## src/rtl/cmd_loader_if.sv

```systemverilog
// -----------------------------------------------------------------------------
// cmd_loader_if
// Bundles the cmd_loader control, input-stream and memory-write signals.
//   slave  modport : seen by cmd_loader (receives control + stream, drives
//                    s_ready, the cmd_mem write port, busy/done[/cksum])
//   master modport : seen by whoever drives the loader (controller / bench)
// Optional macro CMD_LOADER_CKSUM_EN adds the cksum signal.
// -----------------------------------------------------------------------------
interface cmd_loader_if #(
    parameter int CMD_WIDTH      = 128,
    parameter int CMD_ADDR_WIDTH = 16,
    parameter int WORD_WIDTH     = 32
);
    logic                      load_start;
    logic [CMD_ADDR_WIDTH-1:0] load_base_addr;
    logic [CMD_ADDR_WIDTH-1:0] load_count;
    logic                      load_abort;
    logic [WORD_WIDTH-1:0]     s_data;
    logic                      s_valid;
    logic                      s_ready;
    logic [CMD_WIDTH-1:0]      cmd_write;
    logic [CMD_ADDR_WIDTH-1:0] cmd_write_addr;
    logic                      cmd_write_enable;
    logic                      busy;
    logic                      done;
`ifdef CMD_LOADER_CKSUM_EN
    logic [WORD_WIDTH-1:0]     cksum;
`endif

    modport slave (
        input  load_start, load_base_addr, load_count, load_abort, s_data, s_valid,
`ifdef CMD_LOADER_CKSUM_EN
        output cksum,
`endif
        output s_ready, cmd_write, cmd_write_addr, cmd_write_enable, busy, done
    );

    modport master (
        output load_start, load_base_addr, load_count, load_abort, s_data, s_valid,
`ifdef CMD_LOADER_CKSUM_EN
        input  cksum,
`endif
        input  s_ready, cmd_write, cmd_write_addr, cmd_write_enable, busy, done
    );
endinterface

```

## src/rtl/cmd_loader.sv

```systemverilog
// -----------------------------------------------------------------------------
// cmd_loader
// Packs a 32-bit valid/ready word stream into CMD_WIDTH commands and writes a
// block of load_count commands into cmd_mem starting at load_base_addr, then
// pulses done. Word 0 of each command lands in bits [WORD_WIDTH-1:0].
// Ports:
//   clk      : system clock
//   reset_n  : asynchronous active-low reset
//   bus      : cmd_loader_if.slave -- load_start/base/count/abort in,
//              s_data/s_valid in, s_ready out, cmd_write/addr/enable out,
//              busy/done out (cksum out when CMD_LOADER_CKSUM_EN is defined)
// Optional feature macro: CMD_LOADER_CKSUM_EN (XOR checksum of accepted words).
// -----------------------------------------------------------------------------
module cmd_loader #(
    parameter int CMD_WIDTH      = 128,
    parameter int CMD_ADDR_WIDTH = 16,
    parameter int WORD_WIDTH     = 32
) (
    input  logic         clk,
    input  logic         reset_n,
    cmd_loader_if.slave  bus
);
    localparam int WORDS_PER_CMD = CMD_WIDTH / WORD_WIDTH;
    localparam int IDX_W         = (WORDS_PER_CMD > 1) ? $clog2(WORDS_PER_CMD) : 1;
    localparam logic [IDX_W-1:0] LAST_IDX = IDX_W'(WORDS_PER_CMD - 1);

    localparam logic [1:0] S_IDLE = 2'd0;
    localparam logic [1:0] S_LOAD = 2'd1;
    localparam logic [1:0] S_DONE = 2'd2;

    logic [1:0]                r_state;
    logic [IDX_W-1:0]          r_word_idx;
    logic [CMD_WIDTH-1:0]      r_pack;
    logic [CMD_ADDR_WIDTH-1:0] r_addr;
    logic [CMD_ADDR_WIDTH-1:0] r_cmds_left;
    logic                      r_s_ready;
    logic                      r_wr_en;
    logic [CMD_WIDTH-1:0]      r_wr_data;
    logic [CMD_ADDR_WIDTH-1:0] r_wr_addr;
`ifdef CMD_LOADER_CKSUM_EN
    logic [WORD_WIDTH-1:0]     r_cksum;
`endif

    logic                      w_hs;
    logic                      w_last_slot;
    logic [CMD_WIDTH-1:0]      w_pack_next;

    // s_ready is only ever high in LOAD, so it doubles as the handshake gate.
    assign w_hs        = r_s_ready & bus.s_valid;
    assign w_last_slot = (r_word_idx == LAST_IDX);

    always_comb begin
        w_pack_next = r_pack;
        w_pack_next[r_word_idx*WORD_WIDTH +: WORD_WIDTH] = bus.s_data;
    end

    always_ff @(posedge clk or negedge reset_n) begin
        if (!reset_n) begin
            r_state     <= S_IDLE;
            r_word_idx  <= '0;
            r_pack      <= '0;
            r_addr      <= '0;
            r_cmds_left <= '0;
            r_s_ready   <= 1'b0;
            r_wr_en     <= 1'b0;
            r_wr_data   <= '0;
            r_wr_addr   <= '0;
`ifdef CMD_LOADER_CKSUM_EN
            r_cksum     <= '0;
`endif
        end else begin
            r_wr_en <= 1'b0;
            case (r_state)
                S_IDLE: begin
                    // Abort wins over a coincident start.
                    if (bus.load_start && !bus.load_abort) begin
                        r_addr      <= bus.load_base_addr;
                        r_cmds_left <= bus.load_count;
                        r_word_idx  <= '0;
                        r_pack      <= '0;
`ifdef CMD_LOADER_CKSUM_EN
                        r_cksum     <= '0;
`endif
                        if (bus.load_count != '0) begin
                            r_state   <= S_LOAD;
                            r_s_ready <= 1'b1;
                        end else begin
                            r_state   <= S_DONE;
                        end
                    end
                end
                S_LOAD: begin
                    if (bus.load_abort) begin
                        // Discard any partial command; a completing word is dropped too.
                        r_state    <= S_IDLE;
                        r_s_ready  <= 1'b0;
                        r_word_idx <= '0;
                        r_pack     <= '0;
                    end else begin
                        // Final strobe is on the port this cycle: finish next cycle.
                        if (r_wr_en && (r_cmds_left == '0))
                            r_state <= S_DONE;
                        if (w_hs) begin
`ifdef CMD_LOADER_CKSUM_EN
                            r_cksum <= r_cksum ^ bus.s_data;
`endif
                            if (w_last_slot) begin
                                r_word_idx  <= '0;
                                r_pack      <= '0;
                                r_wr_en     <= 1'b1;
                                r_wr_data   <= w_pack_next;
                                r_wr_addr   <= r_addr;
                                r_addr      <= r_addr + 1'b1;   // wraps mod 2^CMD_ADDR_WIDTH
                                r_cmds_left <= r_cmds_left - 1'b1;
                                if (r_cmds_left == CMD_ADDR_WIDTH'(1))
                                    r_s_ready <= 1'b0;
                            end else begin
                                r_word_idx  <= r_word_idx + 1'b1;
                                r_pack      <= w_pack_next;
                            end
                        end
                    end
                end
                S_DONE: begin
                    r_state <= S_IDLE;
                end
                default: begin
                    r_state   <= S_IDLE;
                    r_s_ready <= 1'b0;
                end
            endcase
        end
    end

    assign bus.s_ready          = r_s_ready;
    assign bus.cmd_write        = r_wr_data;
    assign bus.cmd_write_addr   = r_wr_addr;
    assign bus.cmd_write_enable = r_wr_en;
    assign bus.busy             = (r_state != S_IDLE);
    assign bus.done             = (r_state == S_DONE);
`ifdef CMD_LOADER_CKSUM_EN
    assign bus.cksum            = r_cksum;
`endif

endmodule

```

## src/flat_wrapper.sv

```systemverilog
// flat-port wrapper written by rule: the top's interface ports become plain ports
module cmd_loader_flat 
#(
    parameter int CMD_WIDTH      = 128,
    parameter int CMD_ADDR_WIDTH = 16,
    parameter int WORD_WIDTH     = 32
)
  (clk, reset_n, bus_load_start, bus_load_base_addr, bus_load_count, bus_load_abort, bus_s_data, bus_s_valid, bus_s_ready, bus_cmd_write, bus_cmd_write_addr, bus_cmd_write_enable, bus_busy, bus_done);
  cmd_loader_if #(.CMD_WIDTH(CMD_WIDTH), .CMD_ADDR_WIDTH(CMD_ADDR_WIDTH), .WORD_WIDTH(WORD_WIDTH)) bus_i ();
  input  logic clk;
  input  logic reset_n;
  input wire logic [$bits(bus_i.load_start)-1:0] bus_load_start;
  input wire logic [$bits(bus_i.load_base_addr)-1:0] bus_load_base_addr;
  input wire logic [$bits(bus_i.load_count)-1:0] bus_load_count;
  input wire logic [$bits(bus_i.load_abort)-1:0] bus_load_abort;
  input wire logic [$bits(bus_i.s_data)-1:0] bus_s_data;
  input wire logic [$bits(bus_i.s_valid)-1:0] bus_s_valid;
  output wire logic [$bits(bus_i.s_ready)-1:0] bus_s_ready;
  output wire logic [$bits(bus_i.cmd_write)-1:0] bus_cmd_write;
  output wire logic [$bits(bus_i.cmd_write_addr)-1:0] bus_cmd_write_addr;
  output wire logic [$bits(bus_i.cmd_write_enable)-1:0] bus_cmd_write_enable;
  output wire logic [$bits(bus_i.busy)-1:0] bus_busy;
  output wire logic [$bits(bus_i.done)-1:0] bus_done;
  assign bus_i.load_start = bus_load_start;
  assign bus_i.load_base_addr = bus_load_base_addr;
  assign bus_i.load_count = bus_load_count;
  assign bus_i.load_abort = bus_load_abort;
  assign bus_i.s_data = bus_s_data;
  assign bus_i.s_valid = bus_s_valid;
  assign bus_s_ready = bus_i.s_ready;
  assign bus_cmd_write = bus_i.cmd_write;
  assign bus_cmd_write_addr = bus_i.cmd_write_addr;
  assign bus_cmd_write_enable = bus_i.cmd_write_enable;
  assign bus_busy = bus_i.busy;
  assign bus_done = bus_i.done;
  cmd_loader #(.CMD_WIDTH(CMD_WIDTH), .CMD_ADDR_WIDTH(CMD_ADDR_WIDTH), .WORD_WIDTH(WORD_WIDTH)) u_core (.clk(clk), .reset_n(reset_n), .bus(bus_i));
endmodule
```

## config.mk

```make
export PLATFORM = sky130hd
export DESIGN_NAME = cmd_loader_flat
export DESIGN_NICKNAME = d
export VERILOG_FILES = /design/src/rtl/cmd_loader_if.sv /design/src/rtl/cmd_loader.sv /design/src/flat_wrapper.sv
export SDC_FILE = /design/constraint.sdc
export NUM_CORES = 1
export LEC_CHECK = 0
export ABC_CLOCK_PERIOD_IN_PS = 2910
export CORE_AREA = 5 5 167 169
export DETAILED_ROUTE_END_ITERATION = 10
export DIE_AREA = 0 0 172 174
export PLACE_DENSITY = 0.71
export SYNTH_ARGS = -nofsm -noshare
export SYNTH_HDL_FRONTEND = slang
export SYNTH_SLANG_ARGS = --single-unit
```

## constraint.sdc

```tcl
create_clock -name clk -period 2.91 [get_ports clk]
set_clock_uncertainty 0.2 [all_clocks]
set_input_delay 0.291 -clock clk [delete_from_list [all_inputs] [get_ports clk]]
set_output_delay 0.291 -clock clk [all_outputs]
set_load 0.02 [all_outputs]
```

* After elaboration in Yosys (flattened, before gate mapping) *
Index checks and enable logic that the tools add are counted.

storage, ports and cells
  input port bits = 69
  logic and storage cells = 81
  register bits = 310

cells by class
  equality and inequality tests = 13
  reduce and logical (&&, ||, !) cells = 13
  shift operators = 2
  mux-type cells = 37
  bitwise operators = 3
  add/subtract/negate cells = 4

operators with widths
  operator                   number
  $mux 128                   4
  $pmux 128 s2               1
  $bwmux 128                 1
  $mux 16                    8
  $shift 32x34->128 const A  1
  $shiftx 32x34->128         1
  $pmux 16 s2                2
  $neg 7->34                 1
  $add 16x1->16 const B      1
  $eq 16x1->1 const B        1
  $logic_not 16->1           1
  $mux 2                     8
  $reduce_bool 16->1         1
  $sub 16x1->16 const B      1
  $ne 3x2->1 const B         4
  $mux 1                     10
  $ne 2x1->1 const B         4
  $pmux 2 s2                 2
  $reduce_and 6->1           1
  $reduce_and 5->1           1
  $eq 2x2->1 const B         2
  $reduce_and 4->1           1
  $reduce_bool 2->1          2
  $pmux 1 s3                 1
  other kinds (10)           12

* Logic depth before layout (Yosys ltp) *
Gate-level depths: netlist of run 1.

  word-level depth = 7
  mapped depth = 9

* Worst setup path before layout of run 1 *
OpenSTA, ideal clock, no wires.

  path kind = register -> register
  start point = reg u_core.r_word_idx[0]
  end point = reg u_core.r_pack[66]
  setup slack = 695 ps
  data required time = 2,589 ps
  cell stages (with the launch flop) = 10
  path buffers = 3
  library setup time = 121 ps
  arrival = 1,894 ps
  cells stage by stage = dfrtp_1 > inv_1 > ha_1 > nor3b_1 > and3_1 > clkbuf_1 > nor2b_1 > buf_2 > buf_4 > a22o_1

between the ends
  cells in the longest elaborated chain, start to end = 7
  elaborated cells on any way between the ends = 9

ends and longest elaborated chain
  what                                                     line               text
  start: declaration                                       cmd_loader.sv:32   logic [IDX_W-1:0] r_word_idx;
  start signal: assignment                                 cmd_loader.sv:118  r_word_idx <= r_word_idx + 1'b1;
  $neg 7->34                                               cmd_loader.sv:54   w_pack_next[r_word_idx*WORD_WIDTH +: WORD_WIDTH] = bus.s_data;
  $shiftx 32x34->128 or $shift 32x34->128 (tied branches)  cmd_loader.sv:54
  $bwmux 128                                               cmd_loader.sv:54
  $mux 128 (*)                                             cmd_loader.sv:107  if (w_last_slot) begin
  $mux 128 (*)                                             cmd_loader.sv:103  if (w_hs) begin
  $mux 128 (*)                                             cmd_loader.sv:93   if (bus.load_abort) begin
  $pmux 128 s2 (*)                                         cmd_loader.sv:73   case (r_state)
  end signal: assignment                                   cmd_loader.sv:119  r_pack <= w_pack_next;
  end: declaration                                         cmd_loader.sv:33   logic [CMD_WIDTH-1:0] r_pack;

Mark *: on every way between the ends. The rest lies on a longest branch, timed or not. The select of a mux whose other input is x is not followed.
A chain may end at the register's enable or synchronous reset.

* Worst setup path in the final report of run 1 *
  start point = reg u_core.r_word_idx[0]
  end point = reg u_core.r_pack[44]

Same word-level chain as after synthesis.

==> summary.md, run 1 <==
| Metric | Value |
|---|---|
| Via density | `between 6 and 7` |
| Largest family of logic cells by synthesized area | `compound AO/OA/AOI/OAI gates` |
| Flops & latches, synth | `roughly 280` |
| Post-Synthesis Net Count | `1151` |
| Post-layout util | `59.1%` |
| Vias in the first global route | `between 9000 and 10000` |
| Clock Tree Root | `clkbuf_16` |
| Area delta synth->final | `31.5%` |
| Peak Freq | `roughly 370 MHz` |
| CP Capture Type | `flop` |
| Antenna cells | `0` |
| Nets@finish | `about 1300` |
| Mapped cell area | `0.0119 mm2` |
| CP required | `roughly 3.2 ns` |
| CP Max Fanout | `28` |
| WL final | `roughly 34000 um` |
| Slew Limit Fails | `0` |
| Clk_lat worst skew | `0.54 ns` |
| Post-DRT Antenna Nets | `0` |
| Xor/xnor share of the synthesized area | `0%` |
| Area of the core | `between 0.02 and 0.03 mm2` |
| TritonCTS Sinks | `roughly 280` |
| Worst Setup Path Type | `reg2reg` |
| Number of core rows | `60` |
| # IOs | `roughly 220` |
| Number of H-tree levels | `1` |
| First-pass GRT wire length | `roughly 54000 um` |
| Multiplexer share of the synthesized area | `roughly 1.3%` |
| Starting Density | `44.9%` |
| Measured slew at the worst slew-check pin | `approximately 1 ns` |
| Iter 0 DRT Violations | `roughly 790` |
| Syn. warnings | `0` |
| Final period util | `about 93%` |
| EDFF count, synth | `0` |
| Total track usage | `roughly 22%` |
| Clock Tree Buf Depth | `3` |
| Peak supply drop | `about 0.42 mV` |
| GP Congestion | `around 0.8` |
| Hold buffers post-CTS | `1` |
| Syn avg cell area | `~11 um2` |
| Full die area | `0.0299 mm2` |
| Post-DP HPWL | `roughly 22000 um` |
| Post-CTS setup buffers | `0` |
| Post-synthesis sequential area ratio | `between 50 and 60%` |
| Die height | `174 um` |
| Main synth FF type | `dfrtp_1` |
| RSZ-0062 raised after global routing | `false` |
| Max_slew headroom | `31.7%` |
| Top Usage Layer GRT | `met2` |
| Power per cell area | `approximately 650 mW/mm2` |
| Minimum clock period | `~2.7 ns` |
| Min-delay worst type | `in2reg` |
| Global-route met3 utilization | `under 10%` |
| Status | `finished, final reports clean` |
| Leakage dissipation | `about 6.9 nW` |
| Num CTS Buffers | `30` |
| Crit path DAT | `~3.0 ns` |
| Synth Area in Compound Gates | `a little under a quarter` |
| DR pass1 iterations | `7` |
| GR Util met2 | `35.2%` |
| Drt wl/cell | `21.0 um` |
| Distinct cells, synth | `66` |
| Hold Vio Cnt, Final | `0` |
| Die W | `about 170 um` |
| Pin count of the biggest net entering global routing | `between 80 and 90` |
| DRC viols | `0` |
| Fill cells | `about 2200` |
| CP Launch Type | `flop` |
| Setup tns final | `0 ns` |
| Total gr overflow | `0` |
| Via count | `9838` |
| Clock transition at the registers of the reported paths | `0.07 ns` |
| Max Cap Violations | `0` |
| CTS-repair resized insts | `0` |
| Synthesized instance count | `approximately 1100` |
| Input/output buffers | `between 200 and 250` |
| Initial antenna violation count | `0` |
| Synth Area in Adders | `less than 1%` |
| TritonCTS clock tree | `yes` |
| Ratio of cells with drive above 1 in the final layout | `9.81%` |
| Fraction of registers with async set or reset after synthesis | `between 90% and 100%` |
| Post-Synth Simple-Gate Area | `a little under an eighth` |
| Met1 GRT Util | `about a third` |
| Setup violations, final | `0` |
==> per-stage QoR <==
stage	area [um2]	instances	power, mW	setup slack, ns	hold slack (ns)
global route	15600	1635	10.6	0.0463	0.145
detailed placement	14500	1580	6.14	0.142	0.136
CTS	15600	1635	10.2	0.201	0.108
global placement	14500	1580	6.09	0.259	0.141
floorplan	11900	1074	5.38	0.695	-0.205
finish	15600	1635	10.1	0.200	0.120
==> synth_stat cells, types with 2 or more instances <==
| master | n | share of area [%] |
|---|---|---|
| a21boi_0 | 2 | 0.13 |
| o22ai_1 | 7 | 0.37 |
| o21ai_1 | 4 | 0.17 |
| nand2b_1 | 4 | 0.21 |
| a221oi_1 | 69 | 5.1 |
| and3_1 | 5 | 0.26 |
| dfrtp_1 | 278 | 59 |
| and4_1 | 2 | 0.15 |
| inv_1 | 16 | 0.51 |
| nor2_1 | 158 | 5.0 |
| a22o_1 | 127 | 9.4 |
| nor2b_1 | 5 | 0.26 |
| a32oi_1 | 28 | 2.1 |
| o211ai_1 | 5 | 0.32 |
| buf_2 | 29 | 1.2 |
| o22a_1 | 2 | 0.15 |
| nor4_1 | 9 | 0.47 |
| a31oi_1 | 5 | 0.26 |
| mux2_2 | 13 | 1.2 |
| nand2_1 | 55 | 1.7 |
| buf_4 | 3 | 0.19 |
| o31ai_1 | 3 | 0.19 |
| a2bb2oi_1 | 8 | 0.59 |
| nor3_1 | 10 | 0.42 |
| nor2_2 | 2 | 0.11 |
| nor3b_1 | 5 | 0.32 |
| o2bb2ai_1 | 2 | 0.15 |
| a21oi_1 | 23 | 0.97 |
| ha_1 | 8 | 0.84 |
| and2_1 | 5 | 0.26 |
| a22oi_1 | 4 | 0.25 |
| clkbuf_1 | 53 | 1.7 |
| o21ai_0 | 59 | 2.5 |
| buf_1 | 6 | 0.19 |
| nand4_1 | 10 | 0.53 |
| o32ai_1 | 2 | 0.15 |
| nand3_1 | 19 | 0.80 |
==> kinds of logic after synthesis <==
group           count (synthesis)
compound gates                361
flops                         278
buf+inv                       109
simple gates                  304
mux                            14
fa+ha+maj                       8
==> sequential cells by signal (all words and copies together), names as in the netlist <==
| register | count |
|---|---|
| u_core.r_state | 2 |
| u_core.r_word_idx | 2 |
| u_core.r_pack | 96 |
| u_core.r_addr | 16 |
| u_core.bus.s_ready | 1 |
| u_core.bus.cmd_write | 128 |
| u_core.r_cmds_left | 16 |
| u_core.bus.cmd_write_addr | 16 |
| u_core.bus.cmd_write_enable | 1 |
==> per-layer routing <==
metal | share of wire (%) | vias to the layer above
met2 | 48 | 399
met1 | 42 | 4963
met5 | 0 | -
met3 | 8.3 | 36
met4 | 1.4 | 0
li1 | - | 4440
==> critical path, stage by stage, from the launching register on <==
cell	delay, ns
dfrtp_1	0.47
inv_1	0.17
ha_1	0.44
nor3b_2	0.21
buf_4	0.35
nand2_1	0.15
nor2_4	0.29
buf_12	0.21
a22o_1	0.15
==> cells in the final DEF (no fill, tap or decap), types with 6 or more instances in the layout <==
| cell type | Yosys | final |
|---|---|---|
| ha_1 | 8 | 8 |
| nor3_1 | 10 | 10 |
| a22o_1 | 127 | 127 |
| buf_12 | 0 | 6 |
| nand2_1 | 55 | 55 |
| a2bb2oi_1 | 8 | 8 |
| clkbuf_16 | 0 | 31 |
| dfrtp_1 | 278 | 278 |
| inv_1 | 16 | 16 |
| o21ai_0 | 59 | 59 |
| nor2_1 | 158 | 158 |
| clkdlybuf4s50_1 | 0 | 215 |
| o22ai_1 | 7 | 7 |
| mux2_2 | 13 | 13 |
| a32oi_1 | 28 | 28 |
| nand4_1 | 10 | 10 |
| nand3_1 | 19 | 19 |
| nor4_1 | 9 | 9 |
| a21oi_1 | 23 | 22 |
| a221oi_1 | 69 | 69 |
| buf_4 | 3 | 35 |
==> layout make-up <==
type                    instances  area (um2)  area share [%]
multi-input cells             687        4540            29.1
clock buffers                  41         863            5.53
well taps                     341         427            2.73
flip-flops and latches        278        6960            44.5
clock inverters                13         206            1.32
inverters                      17        63.8           0.409
repair buffers                258        2560            16.4
==> final timing paths <==
path / from / endpoint / slack, ns / cells after the start
min in group asynchronous: reset_n / u_core.bus.cmd_write[21]$_DFFE_PN0P_ / 0.14 / 2
max in group asynchronous: reset_n / u_core.r_cmds_left[14]$_DFFE_PN0P_ / 1.50 / 3
max reg2reg: u_core.r_word_idx[0]$_DFFE_PN0P_ / u_core.r_pack[44]$_DFFE_PN0P_ / 0.20 / 8
min reg2reg: u_core.bus.cmd_write[40]$_DFFE_PN0P_ / u_core.bus.cmd_write[40]$_DFFE_PN0P_ / 0.28 / 2
max: u_core.r_word_idx[0]$_DFFE_PN0P_ / u_core.r_pack[44]$_DFFE_PN0P_ / 0.20 / 8
min: bus_load_base_addr[1] / u_core.r_addr[1]$_DFFE_PN0P_ / 0.12 / 3
==> report_power, final <==
group / total [mW] / switching [mW] / leakage, nW / internal (mW)
clock network: 4.06 / 1.55 / 0.519 / 2.51
registers: 4.45 / 0.303 / 3.80 / 4.14
logic: 1.64 / 1.03 / 2.57 / 0.612
Note: power is estimated with default switching activity, not from simulation.
==> run 2, diff against run 1 <==
--- a/config.mk
+++ b/config.mk
@@ -13,3 +13,4 @@
 export SYNTH_ARGS = -nofsm -noshare
 export SYNTH_HDL_FRONTEND = slang
 export SYNTH_SLANG_ARGS = --single-unit
+export TNS_END_PERCENT = 50
==> results of run 2 <==
Final layout, timing and power as in run 1 (identical DEF).
